## config.mk

```make
export PLATFORM = sky130hd
export DESIGN_NAME = mmio_uart_tx
export DESIGN_NICKNAME = d
export VERILOG_FILES = /design/src/rtl/mmio_uart_tx_pkg.sv /design/src/rtl/mmio_uart_tx_fifo.sv /design/src/rtl/mmio_uart_tx.sv
export SDC_FILE = /design/constraint.sdc
export NUM_CORES = 1
export LEC_CHECK = 0
export BUFFER_PORTS_ARGS = -buffer_cell sky130_fd_sc_hd__clkbuf_2
export CORE_ASPECT_RATIO = 1.2
export CORE_MARGIN = 5
export CORE_UTILIZATION = 50
export DETAILED_ROUTE_END_ITERATION = 6
export PLACE_DENSITY = 0.8
export SLEW_MARGIN = 5
export SYNTH_ARGS = -nofsm -noshare
export SYNTH_HDL_FRONTEND = slang
export SYNTH_SLANG_ARGS = --single-unit
```

## constraint.sdc

```tcl
create_clock -name clk -period 3.15 [get_ports clk]
set_input_delay 0.63 -clock clk [delete_from_list [all_inputs] [get_ports clk]]
set_output_delay 0.63 -clock clk [all_outputs]
set_load 0.02 [all_outputs]
```

## src/rtl/mmio_uart_tx_pkg.sv

```systemverilog
// Shared definitions for the memory-mapped UART transmitter: register offsets,
// STATUS bit positions, serializer state encodings and default parameters.
package mmio_defs;

    localparam logic [31:0] DEF_BASE_ADDR = 32'h0000_1000;
    localparam int          DEF_CLK_DIV   = 16;

    localparam logic [3:0] TXDATA_OFF  = 4'h0;
    localparam logic [3:0] STATUS_OFF  = 4'h4;
    localparam logic [3:0] DIVISOR_OFF = 4'h8;

    localparam int ST_FULL      = 0;
    localparam int ST_EMPTY     = 1;
    localparam int ST_BUSY      = 2;
    localparam int ST_OVERFLOW  = 3;
    localparam int ST_COUNT_LSB = 4;
    localparam int ST_PARITY    = 8;

    typedef enum logic [2:0] {
        S_IDLE   = 3'd0,
        S_START  = 3'd1,
        S_DATA   = 3'd2,
        S_PARITY = 3'd3,
        S_STOP   = 3'd4
    } tx_state_t;

    // A divisor of 0 behaves like 1, so every bit lasts at least one clock.
    function automatic logic [15:0] bit_reload(input logic [15:0] div);
        return (div == 16'd0) ? 16'd0 : div - 16'd1;
    endfunction

endpackage

```

## src/rtl/mmio_uart_tx_fifo.sv

```systemverilog
// Small synchronous FIFO with occupancy count; a push into a full FIFO is
// accepted only when a pop happens in the same cycle.
module sync_fifo #(
    parameter int WIDTH = 8,
    parameter int DEPTH = 4,
    localparam int AW   = $clog2(DEPTH),
    localparam int CW   = $clog2(DEPTH) + 1
) (
    input  logic             clk,
    input  logic             rst,
    input  logic             push,
    input  logic             pop,
    input  logic [WIDTH-1:0] din,
    output logic [WIDTH-1:0] dout,
    output logic             full,
    output logic             empty,
    output logic [CW-1:0]    count
);

    logic [WIDTH-1:0] mem [DEPTH];
    logic [AW-1:0]    wr_ptr_reg;
    logic [AW-1:0]    rd_ptr_reg;
    logic [CW-1:0]    count_reg;
    logic             do_push;
    logic             do_pop;

    assign do_pop  = pop && !empty;
    assign do_push = push && (!full || do_pop);

    always_ff @(posedge clk) begin
        if (rst) begin
            wr_ptr_reg <= '0;
            rd_ptr_reg <= '0;
            count_reg  <= '0;
        end else begin
            if (do_push) wr_ptr_reg <= wr_ptr_reg + 1'b1;
            if (do_pop)  rd_ptr_reg <= rd_ptr_reg + 1'b1;
            case ({do_push, do_pop})
                2'b10:   count_reg <= count_reg + 1'b1;
                2'b01:   count_reg <= count_reg - 1'b1;
                default: count_reg <= count_reg;
            endcase
        end
    end

    always_ff @(posedge clk) begin
        if (do_push) mem[wr_ptr_reg] <= din;
    end

    assign dout  = mem[rd_ptr_reg];
    assign full  = (count_reg == CW'(DEPTH));
    assign empty = (count_reg == '0);
    assign count = count_reg;

endmodule

```

## src/rtl/mmio_uart_tx.sv

```systemverilog
// Memory-mapped UART transmitter: register decode, TX FIFO and 8N1 serializer.
// Define MMIO_UART_TX_PARITY_EN to add an even-parity bit to every frame.
module mmio_uart_tx
    import mmio_defs::*;
#(
    parameter logic [31:0] BASE_ADDR  = DEF_BASE_ADDR,
    parameter int          CLK_DIV    = DEF_CLK_DIV,
    parameter int          FIFO_DEPTH = 4
) (
    input  logic        clk,
    input  logic        rst,
    input  logic        ce,
    input  logic        we,
    input  logic [31:0] addr,
    input  logic [31:0] data_i,
    output logic [31:0] data_o,
    output logic        tx
);

    localparam int CW = $clog2(FIFO_DEPTH) + 1;

    logic          hit;
    logic [1:0]    reg_sel;
    logic          wr_txdata;
    logic          wr_status;
    logic          wr_divisor;
    logic          fifo_pop;
    logic [7:0]    fifo_dout;
    logic          fifo_full;
    logic          fifo_empty;
    logic [CW-1:0] fifo_count;
    logic [3:0]    count4;
    logic          parity_flag;
    logic          unused_bits;

    logic          overflow_reg;
    logic [15:0]   divisor_reg;
    tx_state_t     state_reg, state_next;
    logic [15:0]   cnt_reg, cnt_next;
    logic [2:0]    idx_reg, idx_next;
    logic [7:0]    data_reg, data_next;
    logic          tx_reg, tx_next;
    logic          bit_done;

    assign hit        = ce && (addr[31:4] == BASE_ADDR[31:4]);
    assign reg_sel    = addr[3:2];
    assign wr_txdata  = hit && we && (reg_sel == TXDATA_OFF[3:2]);
    assign wr_status  = hit && we && (reg_sel == STATUS_OFF[3:2]);
    assign wr_divisor = hit && we && (reg_sel == DIVISOR_OFF[3:2]);
    assign unused_bits = ^{addr[1:0], data_i[31:16]};

`ifdef MMIO_UART_TX_PARITY_EN
    assign parity_flag = 1'b1;
`else
    assign parity_flag = 1'b0;
`endif

    sync_fifo #(
        .WIDTH (8),
        .DEPTH (FIFO_DEPTH)
    ) u_fifo (
        .clk   (clk),
        .rst   (rst),
        .push  (wr_txdata),
        .pop   (fifo_pop),
        .din   (data_i[7:0]),
        .dout  (fifo_dout),
        .full  (fifo_full),
        .empty (fifo_empty),
        .count (fifo_count)
    );

    always_ff @(posedge clk) begin
        if (rst) begin
            overflow_reg <= 1'b0;
            divisor_reg  <= 16'(CLK_DIV);
        end else begin
            if (wr_txdata && fifo_full && !fifo_pop) overflow_reg <= 1'b1;
            else if (wr_status)                      overflow_reg <= 1'b0;
            if (wr_divisor) divisor_reg <= data_i[15:0];
        end
    end

    always_ff @(posedge clk) begin
        if (rst) begin
            state_reg <= S_IDLE;
            cnt_reg   <= '0;
            idx_reg   <= '0;
            data_reg  <= '0;
            tx_reg    <= 1'b1;
        end else begin
            state_reg <= state_next;
            cnt_reg   <= cnt_next;
            idx_reg   <= idx_next;
            data_reg  <= data_next;
            tx_reg    <= tx_next;
        end
    end

    assign bit_done = (cnt_reg == 16'd0);

    always_comb begin
        state_next = state_reg;
        cnt_next   = cnt_reg;
        idx_next   = idx_reg;
        data_next  = data_reg;
        fifo_pop   = 1'b0;
        tx_next    = 1'b1;

        case (state_reg)
            S_IDLE: begin
                if (!fifo_empty) begin
                    fifo_pop   = 1'b1;
                    data_next  = fifo_dout;
                    state_next = S_START;
                end
            end
            S_START: begin
                if (bit_done) begin
                    state_next = S_DATA;
                    idx_next   = 3'd0;
                end
            end
            S_DATA: begin
                if (bit_done) begin
                    if (idx_reg == 3'd7) begin
`ifdef MMIO_UART_TX_PARITY_EN
                        state_next = S_PARITY;
`else
                        state_next = S_STOP;
`endif
                    end else begin
                        idx_next = idx_reg + 3'd1;
                    end
                end
            end
            S_PARITY: begin
                if (bit_done) state_next = S_STOP;
            end
            S_STOP: begin
                if (bit_done) begin
                    if (!fifo_empty) begin
                        fifo_pop   = 1'b1;
                        data_next  = fifo_dout;
                        state_next = S_START;
                    end else begin
                        state_next = S_IDLE;
                    end
                end
            end
            default: state_next = S_IDLE;
        endcase

        // The divisor is sampled only at bit boundaries, so a mid-bit write
        // never stretches or shortens the bit already on the line.
        if (state_reg == S_IDLE) begin
            if (fifo_pop) cnt_next = bit_reload(divisor_reg);
        end else if (bit_done) begin
            cnt_next = bit_reload(divisor_reg);
        end else begin
            cnt_next = cnt_reg - 16'd1;
        end

        case (state_next)
            S_START:  tx_next = 1'b0;
            S_DATA:   tx_next = data_next[idx_next];
            S_PARITY: tx_next = ^data_next;
            default:  tx_next = 1'b1;
        endcase
    end

    assign tx     = tx_reg;
    assign count4 = 4'(fifo_count);

    always_comb begin
        data_o = '0;
        if (hit) begin
            case (reg_sel)
                STATUS_OFF[3:2]: begin
                    data_o[ST_FULL]             = fifo_full;
                    data_o[ST_EMPTY]            = fifo_empty;
                    data_o[ST_BUSY]             = (state_reg != S_IDLE);
                    data_o[ST_OVERFLOW]         = overflow_reg;
                    data_o[ST_COUNT_LSB +: 4]   = count4;
                    data_o[ST_PARITY]           = parity_flag;
                end
                DIVISOR_OFF[3:2]: data_o[15:0] = divisor_reg;
                default:          data_o       = '0;
            endcase
        end
    end

endmodule

```

Word-level counts from Yosys, hierarchy flattened
Memory sizes are Yosys's and may differ from the RTL's. A register that Yosys moved wholly into a read port is not among the register bits. Index checks and enable logic that the tools add are counted.

Bits in registers: 55. RAM bits: 32. Output and inout port bits: 33. Word-level logic and storage cells: 91. Memories kept: 1.

Memory list: u_fifo.mem (words 4, width 8, read ports 1, clocked after Yosys merged registers in 1, wr ports 1, RTL line mmio_uart_tx_fifo.sv:20) `logic [WIDTH-1:0] mem [DEPTH];`.

$add $sub $neg: 7. $lt $le $gt $ge: 1. Equal/unequal tests: 15. Muxes and demuxes: 35. Reductions and logical operators: 22.

Operators by type and width (count): two-way mux 16 bit (5); zero test 16 bit (2); subtractor 16 x 1 -> 16 bit, second input constant (2); equality test 28 x 9 -> 1 bit, second input constant (1); two-way mux 3 bit (9); one-hot mux 9 bit (2 select lines) (1); two-way mux 8 bit (2); one-hot mux 8 bit (2 select lines) (1); one-hot mux 3 bit (5 select lines) (1); equality test 3 x 2 -> 1 bit, second input constant (4); one-hot mux 3 bit (2 select lines) (2); equality test 3 bit, second input constant (3); logical AND 1 bit (9); two-way mux 1 bit (8); parity 8 bit (1); two-way mux 7 bit (1); adder 3 x 1 -> 3 bit, second input constant (2); equality test 3 x 1 -> 1 bit, second input constant (2); zero test 3 bit (2); adder 2 x 1 -> 2 bit, second input constant (2); equality test 2 x 1 -> 1 bit, second input constant (2); equality test 2 bit, second input constant (2); less-than comparator 3 x 4 -> 1 bit, second input constant (1); two-way mux 2 bit (2); other kinds (10) (13).

Longest topological paths before layout
Gate-level depths: netlist (run 1).

Word-level depth: 9. Gate-level depth with buffers: 13.

By module
From an unflattened synthesis (run 1), not the netlist that was laid out.

Cells, all modules: 514. Area total of the unflattened synthesis: 4948.5 sq um.

By module, submodules not included: mmio_uart_tx (times used 1, cells each 413, area each 3256.9 sq um, sequential area each 960.9 sq um); sync_fifo (times used 1, cells each 101, area each 1691.6 sq um, sequential area each 1141.1 sq um).

Worst setup path before layout (run 1)
Ideal clock, no wire load.

Path kind: reg-to-reg. Start point: register cnt_reg[0]. End point: register tx_reg (netlist: tx). Library setup time: 0.133 ns. Arrival: 2.922 ns. Required time: 3.017 ns. Setup slack: 0.095 ns. Stages on the path, launching flop included: 12. Path buffers: 1. Clock period less this slack: 3.055 ns. Path through: dfxtp_1 > inv_1 > ha_1 > or4b_4 > or4_4 > buf_6 > or4_4 > a22oi_4 > mux2i_1 > nor3_2 > o31ai_1 > o211ai_1.

Longest elaborated chain between the ends: 6. Elaborated cells between the ends (all ways): 18.

RTL lines: from (decl) (RTL line mmio_uart_tx.sv:39) `logic [15:0] cnt_reg, cnt_next;`; from (signal assigned) (RTL line mmio_uart_tx.sv:93) `cnt_reg <= cnt_next;`; zero test 16 bit (*) (RTL line mmio_uart_tx.sv:100) `assign bit_done = (cnt_reg == 16'd0);`; two-way mux 8 bit, or another cell as far along (RTL line mmio_uart_tx.sv:141) `if (bit_done) begin`; one-hot mux 8 bit (2 select lines) or one-hot mux 3 bit (2 select lines) (tied branches) (RTL line mmio_uart_tx.sv:110) `case (state_reg)`; binary-select mux 1 bit (select 3 bit) (RTL line mmio_uart_tx.sv:166) `S_DATA: tx_next = data_next[idx_next];`; two-way mux 1 bit (not written as such) (RTL line mmio_uart_tx.sv:166); one-hot mux 1 bit (3 select lines) (*) (RTL line mmio_uart_tx.sv:164) `case (state_next)`; to (signal assigned) (RTL line mmio_uart_tx.sv:96) `tx_reg <= tx_next;`; to (decl) (RTL line mmio_uart_tx.sv:42) `logic tx_reg, tx_next;`.

Every way passes the cells marked *; elsewhere a longest branch is shown, timed or not. The select of a mux whose other input is x is not followed. A chain may end at the register's enable or synchronous reset.

Final worst setup path (run 1)
Start point: register cnt_reg[1]. End point: register tx_reg (netlist: tx).

Same word-level chain as after synthesis.

==> results of run 1 <==
==> Yosys cell counts (all sizes together) (2+ instances only) <==
library cell / count / area (um2)
inv: 11 / 41.3
nand2: 32 / 120
o211ai: 17 / 128
and3: 12 / 75.1
or4: 7 / 63.8
o221ai: 3 / 26.3
a211oi: 2 / 15.0
nor2b: 11 / 68.8
or2: 4 / 25.0
buf: 20 / 144
o21ai: 29 / 145
nand3: 5 / 25.0
nor2: 69 / 259
a31oi: 3 / 18.8
nand3b: 2 / 15.0
a22oi: 15 / 126
ha: 10 / 125
and2: 5 / 31.3
dfxtp: 57 / 1140
o32ai: 5 / 43.8
o41ai: 2 / 25.0
nor3: 17 / 90.1
xor2: 9 / 78.8
nand4: 4 / 25.0
clkbuf: 27 / 101
o22ai: 5 / 31.3
nor4: 14 / 87.6
nand2b: 5 / 31.3
mux2i: 20 / 200
edfxtp: 32 / 961
mux4: 8 / 180
or3: 7 / 48.8
nor4b: 3 / 26.3
a21oi: 18 / 90.1
xnor2: 17 / 149
==> final cells by class <==
| class | instances | area share |
|---|---|---|
| inverters | 11 | 0.00718 |
| multi-input cells | 385 | 0.452 |
| well taps | 123 | 0.0268 |
| clock inverters | 7 | 0.0128 |
| flip-flops and latches | 89 | 0.366 |
| clock buffers | 9 | 0.0392 |
| repair buffers | 96 | 0.0966 |
==> power by group through the flow <==
stage / clock network [mW] / registers (mW) / logic (mW)
final: 1.08 / 1.52 / 2.48
after global routing: 1.14 / 1.55 / 2.71
after floorplan: 0 / 1.45 / 1.77
after detailed placement: 0 / 1.54 / 2.30
after CTS: 1.09 / 1.52 / 2.34
after global placement: 0 / 1.53 / 2.22
==> routing by layer <==
layer / vias to the layer above / track usage / part of all wire
met1: 2025 / 0.244 / 0.40
li1: 2004 / - / -
met5: - / 0 / 0
met4: 0 / 0.106 / 0.038
met3: 36 / 0.0373 / 0.064
met2: 184 / 0.353 / 0.50
==> kinds of logic after synthesis <==
group | Yosys count | synth area share
multiplexers | 28 | 0.0783
flip-flops | 89 | 0.433
other | 1 | 0.000772
AO/OA/AOI/OAI | 104 | 0.142
adder cells (fa/ha/maj) | 11 | 0.0299
buffers and inverters | 58 | 0.0590
AND/OR/NAND/NOR | 200 | 0.210
XOR/XNOR | 26 | 0.0469
==> worst paths after layout <==
kind | from | cells past startpoint | slack (ns) | end
setup / recovery | cnt_reg[1] | 11 | 0.03 | tx
hold / removal | cnt_reg[15] | 2 | 0.48 | cnt_reg[15]
hold reg to reg | cnt_reg[15] | 2 | 0.48 | cnt_reg[15]
setup reg to reg | cnt_reg[1] | 11 | 0.03 | tx
==> per-stage QoR <==
stage / area (um2) / std cells
floorplan: 4910 / 532
global placement: 5360 / 701
detailed placement: 5360 / 701
CTS: 5660 / 717
global route: 5750 / 720
finish: 5750 / 720
==> worst max-delay path, stage by stage, from the launching register on <==
cell and delay [ns]:
sky130_fd_sc_hd__dfxtp_2 0.33, sky130_fd_sc_hd__inv_2 0.07, sky130_fd_sc_hd__ha_4 0.13, sky130_fd_sc_hd__or4b_4 0.48, sky130_fd_sc_hd__or4_4 0.51, sky130_fd_sc_hd__buf_4 0.19
sky130_fd_sc_hd__o21a_1 0.32, sky130_fd_sc_hd__o211ai_1 0.37, sky130_fd_sc_hd__xnor2_1 0.18, sky130_fd_sc_hd__xnor2_1 0.17, sky130_fd_sc_hd__xnor2_1 0.14, sky130_fd_sc_hd__o211ai_1 0.11
==> repair_timing <==
action                                 CTS  global route
setup endpoints to repair                1            36
setup buffers                            0             3
endpoints found under the hold margin    0             0
gates resized for setup                  1            14
pin swaps                                0             9
==> run summary, run 1 <==
run status: finished clean
data required time at the worst endpoint: 3.37 ns
number of synthesized register bits: 89
fraction of layout cells with a size suffix above 1: 0.238
violation count after the first detailed-route iteration: 349
cell internal pwr: 2.96 mW
hold_ws: 0.484 ns
number of H-tree levels: 3
number of standard cells after synthesis: 517
Root Buffer: sky130_fd_sc_hd__clkbuf_16
power after layout: 5.08 mW
final routed wire length divided by cell count: 17.1 um
RD Place Congestion: 0.835
count of endpoints failing setup in the final report: 0
drc violations: 0
# IOs: 101
critical path launch point type: register
area of all sequential standard cells: 2100 um2
Clock Path Buffers: 2
insertion delay of the later-clocked pin in the worst-skew pair: 0.35 ns
die area: 11800 um2
Horiz. Die Dim: 100 um
Area growth syn-to-layout: 18.4%
wire length of the first global-routing pass: 19900 um
slew of the pin with the lowest slew margin: 0.926 ns
count of nets left with antenna violations after detail routing: 0
final global-route overflow total: 0
most used cells in the layout excluding fill and tap cells: sky130_fd_sc_hd__nor2_1, sky130_fd_sc_hd__clkbuf_2, sky130_fd_sc_hd__dfxtp_1, sky130_fd_sc_hd__nand2_1, sky130_fd_sc_hd__edfxtp_1
Yosys cell types: 55
die outline height: 118 um
effective utilization at floorplan: 0.510
Avg Synthesized Cell Area: 9.39 um2
layout filler cell count: 772
Slew Viols, Final: 0
number of antenna violations at the first check in global routing: 0
post-synthesis sequential area ratio: 0.433
Peak Freq: 320 MHz
minimum clock period after layout: 3.12 ns
clock tree from TritonCTS: done
post-synthesis instance area: 4860 um2
aggregate negative setup slack: 0 ns
most common cell after layout, fill and taps aside: sky130_fd_sc_hd__nor2_1
switching power share of the total: 0.417
final wirelength: 12300 um
Port Buf Inserts: 66
DR vias/cell: 5.90
skew final: 0.00560 ns
maximum number of pins on one net before global-route repair: 31
critical path data arrival time: 3.34 ns
vias in the first global route: 4227
pre-CTS worst setup slack: -0.00916 ns
diode count: 0
post-route clock period utilization: 0.991
number of warning messages in the yosys log: 0
max cap viols: 0
Sw Pwr: 2.12 mW
number of flip-flops under the largest register name: 32
part of the power in registers: 0.300
overall via count from detail_route: 4249
total area of multi-input combinational cells: 2600 um2
all-layer global routing usage: 0.207
worst setup slack after layout: 0.0292 ns
Setup Crit Path Kind: register to register
most instantiated flip-flop cell in the synthesis netlist: sky130_fd_sc_hd__dfxtp_1
RSZ-0062 raised after global routing: yes
combinational share of power: 0.488
Leakage: 2.22 nW
worst vdd rail ir drop: 449 uV
number of standard-cell rows in the floorplan: 39
fraction of synthesis flops using an asynchronous set or reset pin: 0
power per standard cell area: 884 nW/um2
HP Class: register to register
number of hold-slack violations in the final timing report: 0
number of detailed-routing iterations run before antenna repair: 4
Rel. slew slack: 0.382
# hold bufs at CTS: 0
Worst Setup End Kind: register
CP Max Fanout: 10
clock sink count: 89
utilization after layout: 0.604
post-layout net count: 671
hpwl dp: 8840 um
clock input transition at the sequential cells of the worst setup and hold paths: 0.07 ns
total clock buffers created by CTS: 9
Post-synth EDFFs: 32
clock network fraction of design power: 0.212
Placeable Area: 9520 um2
Note: power is estimated with default switching activity, not from simulation.
==> run 2, diff against run 1 <==
CORE_MARGIN = default   (was 5)
CORE_UTILIZATION = 38   (was 50)
PLACE_DENSITY = 0.64   (was 0.8)
==> run summary, run 2 (synthesis results as in run 1) <==
run status: finished clean
final routed wire length divided by cell count: 15.2 um
number of antenna violations at the first check in global routing: 0
die area: 13200 um2
Slew Viols, Final: 0
DR vias/cell: 5.47
Leakage: 2.19 nW
fraction of layout cells with a size suffix above 1: 0.227
wire length of the first global-routing pass: 18800 um
HP Class: register to register
post-layout net count: 665
clock tree from TritonCTS: done
skew final: 0.0101 ns
most common cell after layout, fill and taps aside: sky130_fd_sc_hd__nor2_1
critical path data arrival time: 3.26 ns
number of standard-cell rows in the floorplan: 44
layout filler cell count: 1158
number of detailed-routing iterations run before antenna repair: 4
Rel. slew slack: 0.450
# IOs: 101
Root Buffer: sky130_fd_sc_hd__clkbuf_16
aggregate negative setup slack: 0 ns
RD Place Congestion: 0.804
violation count after the first detailed-route iteration: 276
effective utilization at floorplan: 0.396
most used cells in the layout excluding fill and tap cells: sky130_fd_sc_hd__nor2_1, sky130_fd_sc_hd__clkbuf_2, sky130_fd_sc_hd__dfxtp_1, sky130_fd_sc_hd__nand2_1, sky130_fd_sc_hd__edfxtp_1
total met2 wirelength after detailed routing: 5650 um
area of all sequential standard cells: 2100 um2
all-layer global routing usage: 0.177
minimum clock period after layout: 3.04 ns
data required time at the worst endpoint: 3.37 ns
count of endpoints failing setup in the final report: 0
power per standard cell area: 847 nW/um2
total area of multi-input combinational cells: 2570 um2
Worst Setup End Kind: register
hpwl dp: 8380 um
sum of buffers and inverters on the critical path: 1
clock input transition at the sequential cells of the worst setup and hold paths: 0.07 ns
number of hold-slack violations in the final timing report: 0
CP top delay family: simple AND/OR/NAND/NOR gates
crit-path max cell delay: 0.49 ns
Port Buf Inserts: 66
diode count: 0
total clock buffers created by CTS: 9
Clock Path Buffers: 2
Top Metal Used: met4
slew of the pin with the lowest slew margin: 0.824 ns
number of H-tree levels: 3
Placeable Area: 12300 um2
insertion delay of the later-clocked pin in the worst-skew pair: 0.34 ns
worst vdd rail ir drop: 442 uV
worst setup slack after layout: 0.109 ns
maximum number of pins on one net before global-route repair: 34
overall via count from detail_route: 4115
max cap viols: 0
Peak Freq: 329 MHz
WL met1: 5080 um
Horiz. Die Dim: 105 um
die outline height: 126 um
CP Max Fanout: 5
clock sink count: 89
final wirelength: 11400 um
critical path launch point type: register
number of flip-flops under the largest register name: 32
Area growth syn-to-layout: 18.6%
RSZ-0062 raised after global routing: yes
worst path cell trace: inv_2 > ha_4 > or4b_4 > or4_4 > or4_4 > a22oi_4 > mux2i_1 > o22ai_1 > o31ai_1 > o211ai_1
met3 wire length: 491 um
Setup Crit Path Kind: register to register
vias in the first global route: 3885
cell repeated most along the worst path: sky130_fd_sc_hd__or4_4
utilization after layout: 0.469
pre-CTS worst setup slack: 0.0362 ns
post-route clock period utilization: 0.965
final global-route overflow total: 0
count of nets left with antenna violations after detail routing: 0
cell with the biggest individual delay on the critical path: sky130_fd_sc_hd__or4b_4
drc violations: 0
==> run 2: final timing paths <==
check                           cells after the start  slack, ns        start          end
worst max-delay path                               10       0.11   cnt_reg[1]           tx
worst min register to register                      2       0.50  cnt_reg[15]  cnt_reg[15]
worst min-delay path                                2       0.50  cnt_reg[15]  cnt_reg[15]
worst max register to register                     10       0.11   cnt_reg[1]           tx
==> run 2: area by class of cell <==
cell class,instances,share of cell area
multi-input cells,385,0.445
clock buffers,9,0.0391
flip-flops and latches,89,0.365
inverters,11,0.00717
well taps,161,0.0350
clock inverters,7,0.0122
repair buffers,90,0.0958
==> run 2: power by group <==
part | internal (mW) | switching [mW] | total, mW
combinational | 0.989 | 1.32 | 2.31
sequential | 1.34 | 0.178 | 1.52
clock | 0.556 | 0.493 | 1.05
total | 2.88 | 1.99 | 4.88
==> run 2: metrics by stage <==
step	total power, mW	instances	hold slack (ns)	area (um2)
CTS	4.84	751	0.496	5710
floorplan	3.22	532	0.451	4910
detailed placement	3.78	735	0.486	5410
finish	4.88	752	0.501	5760
global route	5.23	752	0.531	5760
global placement	3.72	735	0.465	5410
==> run 2: routing by layer <==
layer | vias up | track usage
li1 | 1996 | -
met1 | 1971 | 0.224
met2 | 132 | 0.300
met3 | 16 | 0.0285
met4 | 0 | 0.0696
met5 | - | 0
==> run 2: what timing repair did <==
action                                  CTS  global route
hold buffers                              0             0
buffers inserted                          0             1
endpoints found under the setup margin    0            36
resized for setup                         0            12
==> run 2: tightest hold or removal path, delay by kind of cell, from the launching register on <==
family,cells,cell delay (ns)
flops,1,0.31
compound gates,2,0.14
